**src/rtl/onehot_pkg.sv**
```systemverilog
// Shared defaults, decoded-word type and the index-to-onehot/mask decoder
// for the one-hot decode stream.
package onehot_pkg;

  localparam int unsigned N_DEF     = 32;
  localparam int unsigned CNT_W_DEF = 16;
  localparam int unsigned IDX_W     = $clog2(N_DEF);

  // Decoded words are built at the widest supported size; users keep the low N bits.
  localparam int unsigned VEC_MAX   = 32;
  localparam int unsigned VEC_IDX_W = $clog2(VEC_MAX);

  typedef struct packed {
    logic [VEC_MAX-1:0] onehot;
    logic [VEC_MAX-1:0] mask;
  } dec_word_t;

  // An out-of-range index decodes exactly like an empty word.
  function automatic dec_word_t decode_word(input logic               zero,
                                            input logic [VEC_MAX-1:0] idx,
                                            input int unsigned        n);
    dec_word_t w;
    if (zero || (idx >= n)) begin
      w.onehot = '0;
      w.mask   = '1;
    end else begin
      w.onehot = VEC_MAX'(1) << idx[VEC_IDX_W-1:0];
      w.mask   = w.onehot - VEC_MAX'(1);
    end
    return w;
  endfunction

endpackage

```
**src/rtl/pipe_reg_slice.sv**
```systemverilog
// Single-entry valid/ready register slice; accepts a new word whenever it is
// empty or its current word leaves in the same cycle.
module pipe_reg_slice #(
  parameter int unsigned W = 8
) (
  input  logic         clk_i,
  input  logic         rst_ni,
  input  logic         in_valid_i,
  output logic         in_ready_o,
  input  logic [W-1:0] in_data_i,
  output logic         out_valid_o,
  input  logic         out_ready_i,
  output logic [W-1:0] out_data_o
);

  logic         valid_q, valid_d;
  logic [W-1:0] data_q, data_d;

  assign in_ready_o  = !valid_q || out_ready_i;
  assign out_valid_o = valid_q;
  assign out_data_o  = data_q;

  always_comb begin
    valid_d = valid_q;
    data_d  = data_q;
    if (in_ready_o) begin
      valid_d = in_valid_i;
      if (in_valid_i) begin
        data_d = in_data_i;
      end
    end
  end

  always_ff @(posedge clk_i or negedge rst_ni) begin
    if (!rst_ni) begin
      valid_q <= 1'b0;
      data_q  <= '0;
    end else begin
      valid_q <= valid_d;
      data_q  <= data_d;
    end
  end

endmodule

```
**src/rtl/onehot_decode_stream.sv**
```systemverilog
// Two-stage streaming decoder: S1 registers {zero, idx}, S2 registers the
// decoded one-hot vector and lower-bit priority mask; counts delivered words.
module onehot_decode_stream
  import onehot_pkg::*;
#(
  parameter int unsigned N     = N_DEF,
  parameter int unsigned CNT_W = CNT_W_DEF
) (
  input  logic                 clk,
  input  logic                 rst_n,
  input  logic                 in_valid,
  output logic                 in_ready,
  input  logic                 in_zero,
  input  logic [$clog2(N)-1:0] in_idx,
  output logic                 out_valid,
  input  logic                 out_ready,
  output logic [N-1:0]         out_onehot,
  output logic [N-1:0]         out_mask,
  output logic [CNT_W-1:0]     dec_count
);

  localparam int unsigned IW   = $clog2(N);
  localparam int unsigned S1_W = IW + 1;
  localparam int unsigned S2_W = 2 * N;

  logic            s1_valid, s1_ready;
  logic [S1_W-1:0] s1_data;
  logic [S2_W-1:0] s2_in, s2_out;
  dec_word_t       dec;

  pipe_reg_slice #(
    .W(S1_W)
  ) u_s1 (
    .clk_i      (clk),
    .rst_ni     (rst_n),
    .in_valid_i (in_valid),
    .in_ready_o (in_ready),
    .in_data_i  ({in_zero, in_idx}),
    .out_valid_o(s1_valid),
    .out_ready_i(s1_ready),
    .out_data_o (s1_data)
  );

  always_comb begin
    dec   = decode_word(s1_data[IW], VEC_MAX'(s1_data[IW-1:0]), N);
    s2_in = {dec.onehot[N-1:0], dec.mask[N-1:0]};
  end

  pipe_reg_slice #(
    .W(S2_W)
  ) u_s2 (
    .clk_i      (clk),
    .rst_ni     (rst_n),
    .in_valid_i (s1_valid),
    .in_ready_o (s1_ready),
    .in_data_i  (s2_in),
    .out_valid_o(out_valid),
    .out_ready_i(out_ready),
    .out_data_o (s2_out)
  );

  assign out_onehot = s2_out[S2_W-1:N];
  assign out_mask   = s2_out[N-1:0];

  logic [CNT_W-1:0] cnt_q, cnt_d;

  always_comb begin
    cnt_d = cnt_q;
    if (out_valid && out_ready && (cnt_q != '1)) begin
      cnt_d = cnt_q + CNT_W'(1);
    end
  end

  always_ff @(posedge clk or negedge rst_n) begin
    if (!rst_n) begin
      cnt_q <= '0;
    end else begin
      cnt_q <= cnt_d;
    end
  end

  assign dec_count = cnt_q;

endmodule

```
**config.mk**
```make
export PLATFORM = sky130hd
export DESIGN_NAME = onehot_decode_stream
export DESIGN_NICKNAME = d
export VERILOG_FILES = /design/src/rtl/onehot_pkg.sv /design/src/rtl/pipe_reg_slice.sv /design/src/rtl/onehot_decode_stream.sv
export SDC_FILE = /design/constraint.sdc
export NUM_CORES = 1
export LEC_CHECK = 0
export ABC_AREA = 1
export CAP_MARGIN = 40
export CORE_UTILIZATION = 44
export DETAILED_ROUTE_END_ITERATION = 8
export GPL_ROUTABILITY_DRIVEN = 0
export HOLD_SLACK_MARGIN = 0.03
export PLACE_DENSITY_LB_ADDON = 0.2
export SLEW_MARGIN = 15
export SYNTH_ARGS = -nofsm -noshare
export SYNTH_HDL_FRONTEND = slang
export SYNTH_HIERARCHICAL = 1
export SYNTH_SLANG_ARGS = --single-unit
```
**constraint.sdc**
```tcl
create_clock -name clk -period 5.3 [get_ports clk]
set_input_delay 1.06 -clock clk [delete_from_list [all_inputs] [get_ports clk]]
set_output_delay 1.06 -clock clk [all_outputs]
set_load 0.005 [all_outputs]
```
After elaboration in Yosys (flattened, before gate mapping) --
Index checks and enable logic that the tools add are counted.
Storage, ports and cells: bits of input ports 10, register bits 88, logic and storage cells 18, output and inout bits 82
Operators by class: multiplexer cells 1, eq/ne operators 1, shift operators 1, reductions and logical operators 8, add/sub/neg operators 2
Operator list (number):
- two-way mux 64 bit | 1
- left shift 1 x 5 -> 32 bit (first input constant) | 1
- subtractor 32 x 1 -> 32 bit (second input constant) | 1
- adder 16 x 1 -> 16 bit (second input constant) | 1
- inequality test 16 bit (second input constant) | 1
- AND reduction 2 bit | 2
- logical AND 1 bit | 2
- zero test 1 bit | 2
- logical OR 1 bit | 2

Longest topological paths before layout --
Gate-level depths: netlist of the first run.
depth in word-level cells 4, mapped depth 15, depth with buffers taken out 14

Modules after synthesis --
The synthesis of the first run kept the hierarchy.
Modules (own cells, without submodules):
- pipe_reg_slice at u_s2 | times used 1, cells an instance 282, area each 2608.8 µm², seq. area each 1626.6 µm²
- onehot_decode_stream | times used 1, cells an instance 322, area each 1876.8 µm², seq. area each 400.4 µm²
- pipe_reg_slice at u_s1 | times used 1, cells an instance 29, area each 275.3 µm², seq. area each 175.2 µm²

Worst setup path before layout of the first run --
No wires, ideal clock.
path type input -> output, start in out_ready, end out in_ready, data arrival time 1.518 ns, slack 2.722 ns, path buffers 1, stages 5, data required time 4.240 ns, cells stage by stage inv_2 nand2_2 buf_2 inv_1 nand2_2
Between the ends: longest elaborated chain between the ends 2
Ends and longest elaborated chain:
- from (decl) | RTL line onehot_decode_stream.sv:16 | input logic out_ready,
- logical OR 1 bit | RTL line pipe_reg_slice.sv:19 | assign in_ready_o = !valid_q || out_ready_i;
- via s1_ready | RTL line onehot_decode_stream.sv:26 | logic s1_valid, s1_ready;
- logical OR 1 bit | RTL line pipe_reg_slice.sv:19
- to (decl) | RTL line onehot_decode_stream.sv:12 | output logic in_ready,
The timed path passes the listed nets, and every way through them passes these cells.

Worst setup path in the final report of the first run --
Same ends and word-level chain as after synthesis.

==> metrics.md, run 1 <==
| Metric | Value |
|---|---|
| Leakage | approximately 3.0 nW |
| Diodes inserted | 0 |
| Final nets | a little over 700 |
| Initial antenna violation count | 0 |
| Hold Path Class | reg2reg |
| Share of flip-flops with an asynchronous set or reset | 1.00 |
| Pwr/cell area | between 300 and 400 mW/mm^2 |
| Worst setup path endpoint | in_ready |
| Final instance area | about 0.0058 mm^2 |
| Worst slew pin tran | ~0.81 ns |
| Buffers added on ports | 91 |
| Largest net degree at the start of global routing | 67 |
| Max IR drop VDD | roughly 190 uV |
| Grt ovf | 0 |
| Global route hottest layer | met2 |
| Top_reg_cell synth | dfrtp_1 |
| Final Hold Viols | 0 |
| Most frequent cell after synthesis | nand2_1 |
| Status | finished, final reports clean |
| Max FO, Critical Path | 9 |
| Post-Syn Area | 0.00476 mm^2 |
| Setup Skew | approximately 0.013 ns |
| Overall Global Routing Usage | 0.226 |
| Synth Warn # | 6 |
| Crit path DAT | 2.45 ns |
| Post-Syn Nets | ~650 |
| Die H | about 110 um |
| Drt via density | about 5.3 |
| Top cell type's share of synthesized area | 0.463 |
| Met1 GRT Util | 0.313 |
| FMAX | between 200 and 300 MHz |
| Clock tree buffer depth | 2 |
| Worst endpoint required time | 4.24 ns |
| Met3 Use GR | 0.0411 |
| DRT iter0 DRCs | ~330 |
| Layout cell share with drive strength beyond 1 | 0.0652 |
| Number of remaining DRC errors | 0 |
| Initial DRT Pass Iterations | 5 |
| Slew HR | 0.459 |
| R2R Path End | u_s2/out_data_o[26] |
| Syn Area/Cell | 7.52 um^2 |
| Initial core utilization | 0.457 |
| Resized Gates After CTS | 0 |
| Stages on worst setup path | 6 |
| Core Box Area | between 0.01 and 0.015 mm^2 |
| Clock Pin Slew Worst Setup and Hold Paths | roughly 0.080 ns |
| H-tree levels | 3 |
| Setup TNS | 0 ns |
| Number of flops mapped to enable cells by yosys | 0 |
| CTS tree | done |
| Fin util | 0.562 |
| WL final | between 10,000 and 15,000 um |
| Post-Synthesis Cells | approximately 630 |
| Die Width | approximately 110 um |
| Layout overhead on the synthesized area | 22.9% |
| Total vias in the final route | 4,431 |
| Period utilization | 0.662 |
| Crit Path Class | in2out |
| Tmin final | around 3.5 ns |
| CP Buf/Inv Count | 4 |
| DR WL/cell | around 14 um |
| Slowest-stage cell, CP | clkdlybuf4s50_1 |
| R2R Setup Slk | roughly 2.4 ns |
| Met2 Use GR | 0.348 |
| Critical path, cell by cell | clkdlybuf4s50_1 > inv_2 > nand2_2 > inv_1 > nand2_2 > clkdlybuf4s50_1 |
| Beginning of the worst register-to-register path | u_s1/out_data_o[2] |
| Post-DP HPWL | just over 8000 um |
| Clk_lat worst skew | 0.35 ns |
| CP endpoint kind | output port |
| Yosys reg bits | 88 |
| Worst Setup SP | out_ready |
| Clk root buf | clkbuf_8 |
| Most common library cells after synthesis | nand2_1 (224), nand3_1 (113), dfrtp_1 (88) |
| Post-CTS Hold Buffers | 0 |
| Place WS | around 1.8 ns |
| Antenna Violating Nets Remaining | 0 |
| Critical Path Max Stage Delay | approximately 0.53 ns |
| Total CTS buffers | 9 |
| Unrepaired setup endpoints after global routing | no |
| Crit start category | input pin |
| Non-Filler Instances | between 800 and 900 |
| Clk sink count | slightly below 90 |
| Cells on worst reg2reg path | 14 |
| Row cnt | 37 |
| Final max-slew violation count | 0 |
| # Max-Cap Violations | 0 |
| Final setup violation count | 0 |
| Kind of cell adding the most delay to the critical path | buffers and inverters |
| Post-synthesis cell type count | 29 |
| DIE AREA | ~0.011 mm^2 |
| Sequential element share of the synthesized area | 0.463 |
| Placed insts | between 800 and 900 |
| First-pass GRT wire length | a little over 20,000 um |
| Post-synth top area cell | dfrtp_1 |
| Number of global-route vias before repair | 4,360 |
| Post-CTS setup buffer count | 0 |
| Area contributors post-synth | dfrtp_1 (46%), nand2_1 (18%), nand3_1 (12%) |
| IO Pins | just over 90 |
| DP Area | between 0.005 and 0.006 mm^2 |
| Worst setup margin | ~1.8 ns |
cells in the final DEF (no fill, tap or decap), drive strengths merged, types with 2 or more instances in the layout:
cell type,netlist,final
inv,33,33
xor2,8,8
ha,2,2
nand4,16,16
dfrtp,88,88
clkbuf,6,12
nand2,229,229
o21ai,10,10
clkdlybuf4s50,0,90
clkinv,0,3
a21oi,5,5
nor3,9,9
o2111ai,2,2
nand3,114,114
xnor2,7,7
nor2,67,67
buf,33,6
how the worst min path moves through the flow:
stage                   startpoint                  end  cells after the start
2_1_floorplan   u_s1/out_data_o[5]   u_s1/out_data_o[5]                      2
3_3_place_gp    u_s2/out_data_o[7]   u_s2/out_data_o[7]                      2
3_5_place_dp   u_s2/out_data_o[60]  u_s2/out_data_o[60]                      2
4_1_cts        u_s2/out_data_o[53]  u_s2/out_data_o[53]                      2
5_1_grt         u_s2/out_data_o[7]   u_s2/out_data_o[7]                      2
6_report       u_s2/out_data_o[56]  u_s2/out_data_o[56]                      2
where the power goes:
part | switching (W) | total [W] | internal (W)
combinational | 0.000399 | 0.000771 | 0.000372
sequential | 0.000115 | 0.000919 | 0.000804
clock | 0.000238 | 0.000483 | 0.000245
total | 0.000752 | 0.00217 | 0.00142
state kept, by name, summed over array words and instances (netlist names):
register          count
u_s2/out_data_o      64
u_s1/out_data_o       6
u_s1/out_valid_o      1
u_s2/out_valid_o      1
dec_count            16
final cells by class:
cell class              instances  area, um^2
fillers                       998        4570
flip-flops and latches         88        2200
multi-input cells             473        2170
repair buffers                 96         978
well taps                     136         170
clock buffers                  12         155
inverters                      33         124
clock inverters                 4        52.6
metal layers:
metal	wire length (um)	up-vias
met3	520	32
met4	352	0
met5	0	-
li1	-	2174
met1	5490	2080
met2	5250	145
kinds of logic after synthesis:
logic type      count (synthesis)  synth area share
simple gates                  436             0.398
fa+ha+maj                       2           0.00526
flops                          88             0.463
compound gates                 20            0.0239
buf+inv                        72            0.0830
xor+xnor                       15            0.0276
worst reg2reg max path, cell delays in order (launching register included):
cell and delay, ns:
dfrtp_1 0.88, inv_2 0.27, nand2_2 0.18, inv_2 0.09, nand3_1 0.10, ha_1 0.17
nand2_1 0.11, nor2_2 0.14, nand2_2 0.12, nor2_1 0.24, nand2_1 0.08, nand2_1 0.06
nand3_1 0.11, nand3_1 0.15, nand2_1 0.07
metrics by stage:
step                      hold WS [ns]  total power [W]
after global placement           0.455          0.00167
after floorplan                  0.440          0.00135
after detailed placement         0.457          0.00170
after CTS                        0.477          0.00219
after global routing             0.498          0.00233
final                            0.476          0.00217
No activity file was read; power rests on OpenSTA's default activity.
==> run 2, diff against run 1 <==
- clock period: 5.3 -> 3.1 ns (I/O delays scaled with it)
==> run 2 against run 1 <==
Net effect: die area is the same; flip-flop and latch count did not move; first-iteration DRC count down 14%; critical path depth unchanged; setup slack got worse by 1.3 ns; wire length rose by 0.96%; worst hold slack worse by 0.25 ns; clock skew down 0.0058 ns; via count shrank 0.18%; clock-buffer cell count decreased by 1; sequential power grew 70%; largest power group unchanged.
==> metrics.md, run 2 (synthesized netlist as in run 1, its figures left out) <==
| Metric | Value |
|---|---|
| Row cnt | 37 (unchanged) |
| Filler cells | 977 (was 998) |
| # Max-Cap Violations | 0 (unchanged) |
| DP Area | 0.00565 mm^2 (was 0.00564 mm^2) |
| FMAX | around 380 MHz |
| Period utilization | 0.847 |
| Area of the multi-input gates | 0.00217 mm^2 (unchanged) |
| Drt via density | 5.23 (was 5.26) |
| Critical path, cell by cell | clkdlybuf4s50_1 > inv_2 > nand2_2 > inv_1 > nand2_2 > clkdlybuf4s50_1 (unchanged) |
| Most frequent cells in the layout | nand2_1 (223), nand3_1 (113), clkdlybuf4s50_1 (90) (unchanged) |
| Max FO, Critical Path | 9 (unchanged) |
| Final instance area | 0.00591 mm^2 (was 0.00585 mm^2) |
| Commonest non-fill, non-tap cell in the layout | nand2_1 (unchanged) |
| Hold Path Class | in2async (was reg2reg) |
| Diodes inserted | 0 (unchanged) |
| Layout cell share with drive strength beyond 1 | 0.0718 (was 0.0652) |
| Layout overhead on the synthesized area | 24.0% (was 22.9%) |
| DRT iter0 DRCs | 288 (was 334) |
| H-tree levels | 3 (unchanged) |
| Pwr/cell area | 658 mW/mm^2 (was 371 mW/mm^2) |
| Initial antenna violation count | 0 (unchanged) |
| Setup TNS | 0 ns (unchanged) |
| Slowest-stage cell, CP | clkdlybuf4s50_1 (unchanged) |
| Buffers added on ports | 91 (unchanged) |
| Critical Path Max Stage Delay | 0.54 ns (was 0.53 ns) |
| Worst endpoint required time | 2.48 ns (was 4.24 ns) |
| Grt ovf | 0 (unchanged) |
| Setup Skew | 0.00732 ns (was 0.0131 ns) |
| Die H | 106 um (unchanged) |
| Crit path DAT | 2.01 ns (was 2.45 ns) |
| Post-DP HPWL | 8380 um (was 8260 um) |
| Total vias in the final route | 4,423 (was 4,431) |
| CTS tree | done (unchanged) |
| Final max-slew violation count | 0 (unchanged) |
| Die Width | 106 um (unchanged) |
| Kind of cell adding the most delay to the critical path | buffers and inverters (unchanged) |
| Crit start category | input pin (unchanged) |
| CP endpoint kind | output port (unchanged) |
| Clk_lat worst skew | 0.37 ns (was 0.35 ns) |
| Overall Global Routing Usage | 0.223 (was 0.226) |
| Clock Pin Slew Worst Setup and Hold Paths | 0.08 ns (about the same) |
| Initial DRT Pass Iterations | 7 (was 5) |
| Leakage | 3.04 nW (was 3.01 nW) |
| Post-CTS setup buffer count | 0 (unchanged) |
| Reg area | 0.00220 mm^2 (unchanged) |
| Antenna Violating Nets Remaining | 0 (unchanged) |
| Slew HR | 0.505 (was 0.459) |
| Final Hold Viols | 0 (unchanged) |
| Core Box Area | 0.0104 mm^2 (unchanged) |
| Clk root buf | clkbuf_8 (unchanged) |
| Number of remaining DRC errors | 0 (unchanged) |
| First-pass GRT wire length | 20,100 um (was 20,400 um) |
| Max IR drop VDD | 261 uV (was 193 uV) |
| Final setup violation count | 0 (unchanged) |
| DR WL/cell | 13.9 um (was 13.8 um) |
| Initial core utilization | 0.457 (unchanged) |
| Largest register FFs | 64 (unchanged) |
| Worst slew pin tran | 0.742 ns (was 0.811 ns) |
| CP Buf/Inv Count | 4 (unchanged) |
| Post-CTS Hold Buffers | 0 (unchanged) |
| WL final | 11,700 um (was 11,600 um) |
| Largest net degree at the start of global routing | 67 (unchanged) |
| Clk sink count | 88 (unchanged) |
| Status | finished, final reports clean (unchanged) |
| Tmin final | 2.63 ns |
| Crit Path Class | in2out (unchanged) |
| Resized Gates After CTS | 0 (unchanged) |
| DIE AREA | 0.0112 mm^2 (unchanged) |
| Unrepaired setup endpoints after global routing | no (unchanged) |
| Clock tree buffer depth | 2 (unchanged) |
| IO Pins | 92 (unchanged) |
| Number of global-route vias before repair | 4,254 (was 4,360) |
| Total CTS buffers | 9 (unchanged) |
| Final nets | 717 (was 713) |
run 2: changes by cell type in the layout (fill, tap and decap cells not counted), sizes merged:
cell	before	now
clkinv	3	1
clkbuf	12	11
buf	6	10
clkinvlp	0	1
bufinv	1	3
run 2: path summary, 6_finish.rpt:
| check | from | cells after the start | endpoint | slack, ns |
|---|---|---|---|---|
| worst max-delay path | out_ready | 6 | in_ready | 0.47 |
| min in group clk | u_s2/out_data_o[62] | 2 | u_s2/out_data_o[62] | 0.48 |
| worst min register to register | u_s2/out_data_o[62] | 2 | u_s2/out_data_o[62] | 0.48 |
| max in group asynchronous | rst_n | 2 | u_s2/out_data_o[26] | 2.25 |
| worst max register to register | u_s1/out_data_o[3] | 12 | u_s2/out_data_o[26] | 0.62 |
| worst min-delay path | rst_n | 1 | dec_count[2] | 0.22 |
run 2: through the flow:
stage | setup slack (ns) | hold WS [ns] | utilization | power (W) | cells
2_1_floorplan | 1.25 | 0.324 | - | 0.00231 | 633
3_3_place_gp | 0.489 | 0.456 | 0.543 | 0.00288 | 830
3_5_place_dp | 0.477 | 0.458 | 0.543 | 0.00291 | 830
4_1_cts | 0.464 | 0.230 | 0.567 | 0.00391 | 846
5_1_grt | 0.440 | 0.258 | 0.567 | 0.00413 | 846
6_report | 0.474 | 0.224 | 0.567 | 0.00388 | 846
run 2: final cells by class:
type	count	share of cell area
multi-input combinational	473	0.367
timing repair buffer	100	0.167
clock inverter	5	0.0174
tap	136	0.0288
sequential	88	0.373
inverter	33	0.0210
clock buffer	11	0.0256
run 2: where the power goes:
part	internal, W	total (W)	switching (W)	leakage, nW
clock	0.000578	0.000991	0.000413	0.126
sequential	0.00137	0.00156	0.000189	1.13
combinational	0.000637	0.00133	0.000692	1.79
run 2: layer usage:
metal	wire length (um)	vias to the layer above	global-route usage
met5	0	-	0
met4	310	0	0.120
met3	599	24	0.0337
met2	5430	133	0.342
met1	5390	2091	0.303
li1	-	2175	-
run 2: worst reg2reg max path, cell delays in order (launching register included):
cell     delay, ns
dfrtp_1       0.68
inv_2         0.28
nand3_1       0.21
ha_1          0.18
nand2_1       0.10
nor2_2        0.13
nand2_2       0.12
nor2_1        0.23
nand2_1       0.08
nand2_1       0.06
nand3_1       0.10
nand3_1       0.14
nand2_1       0.06
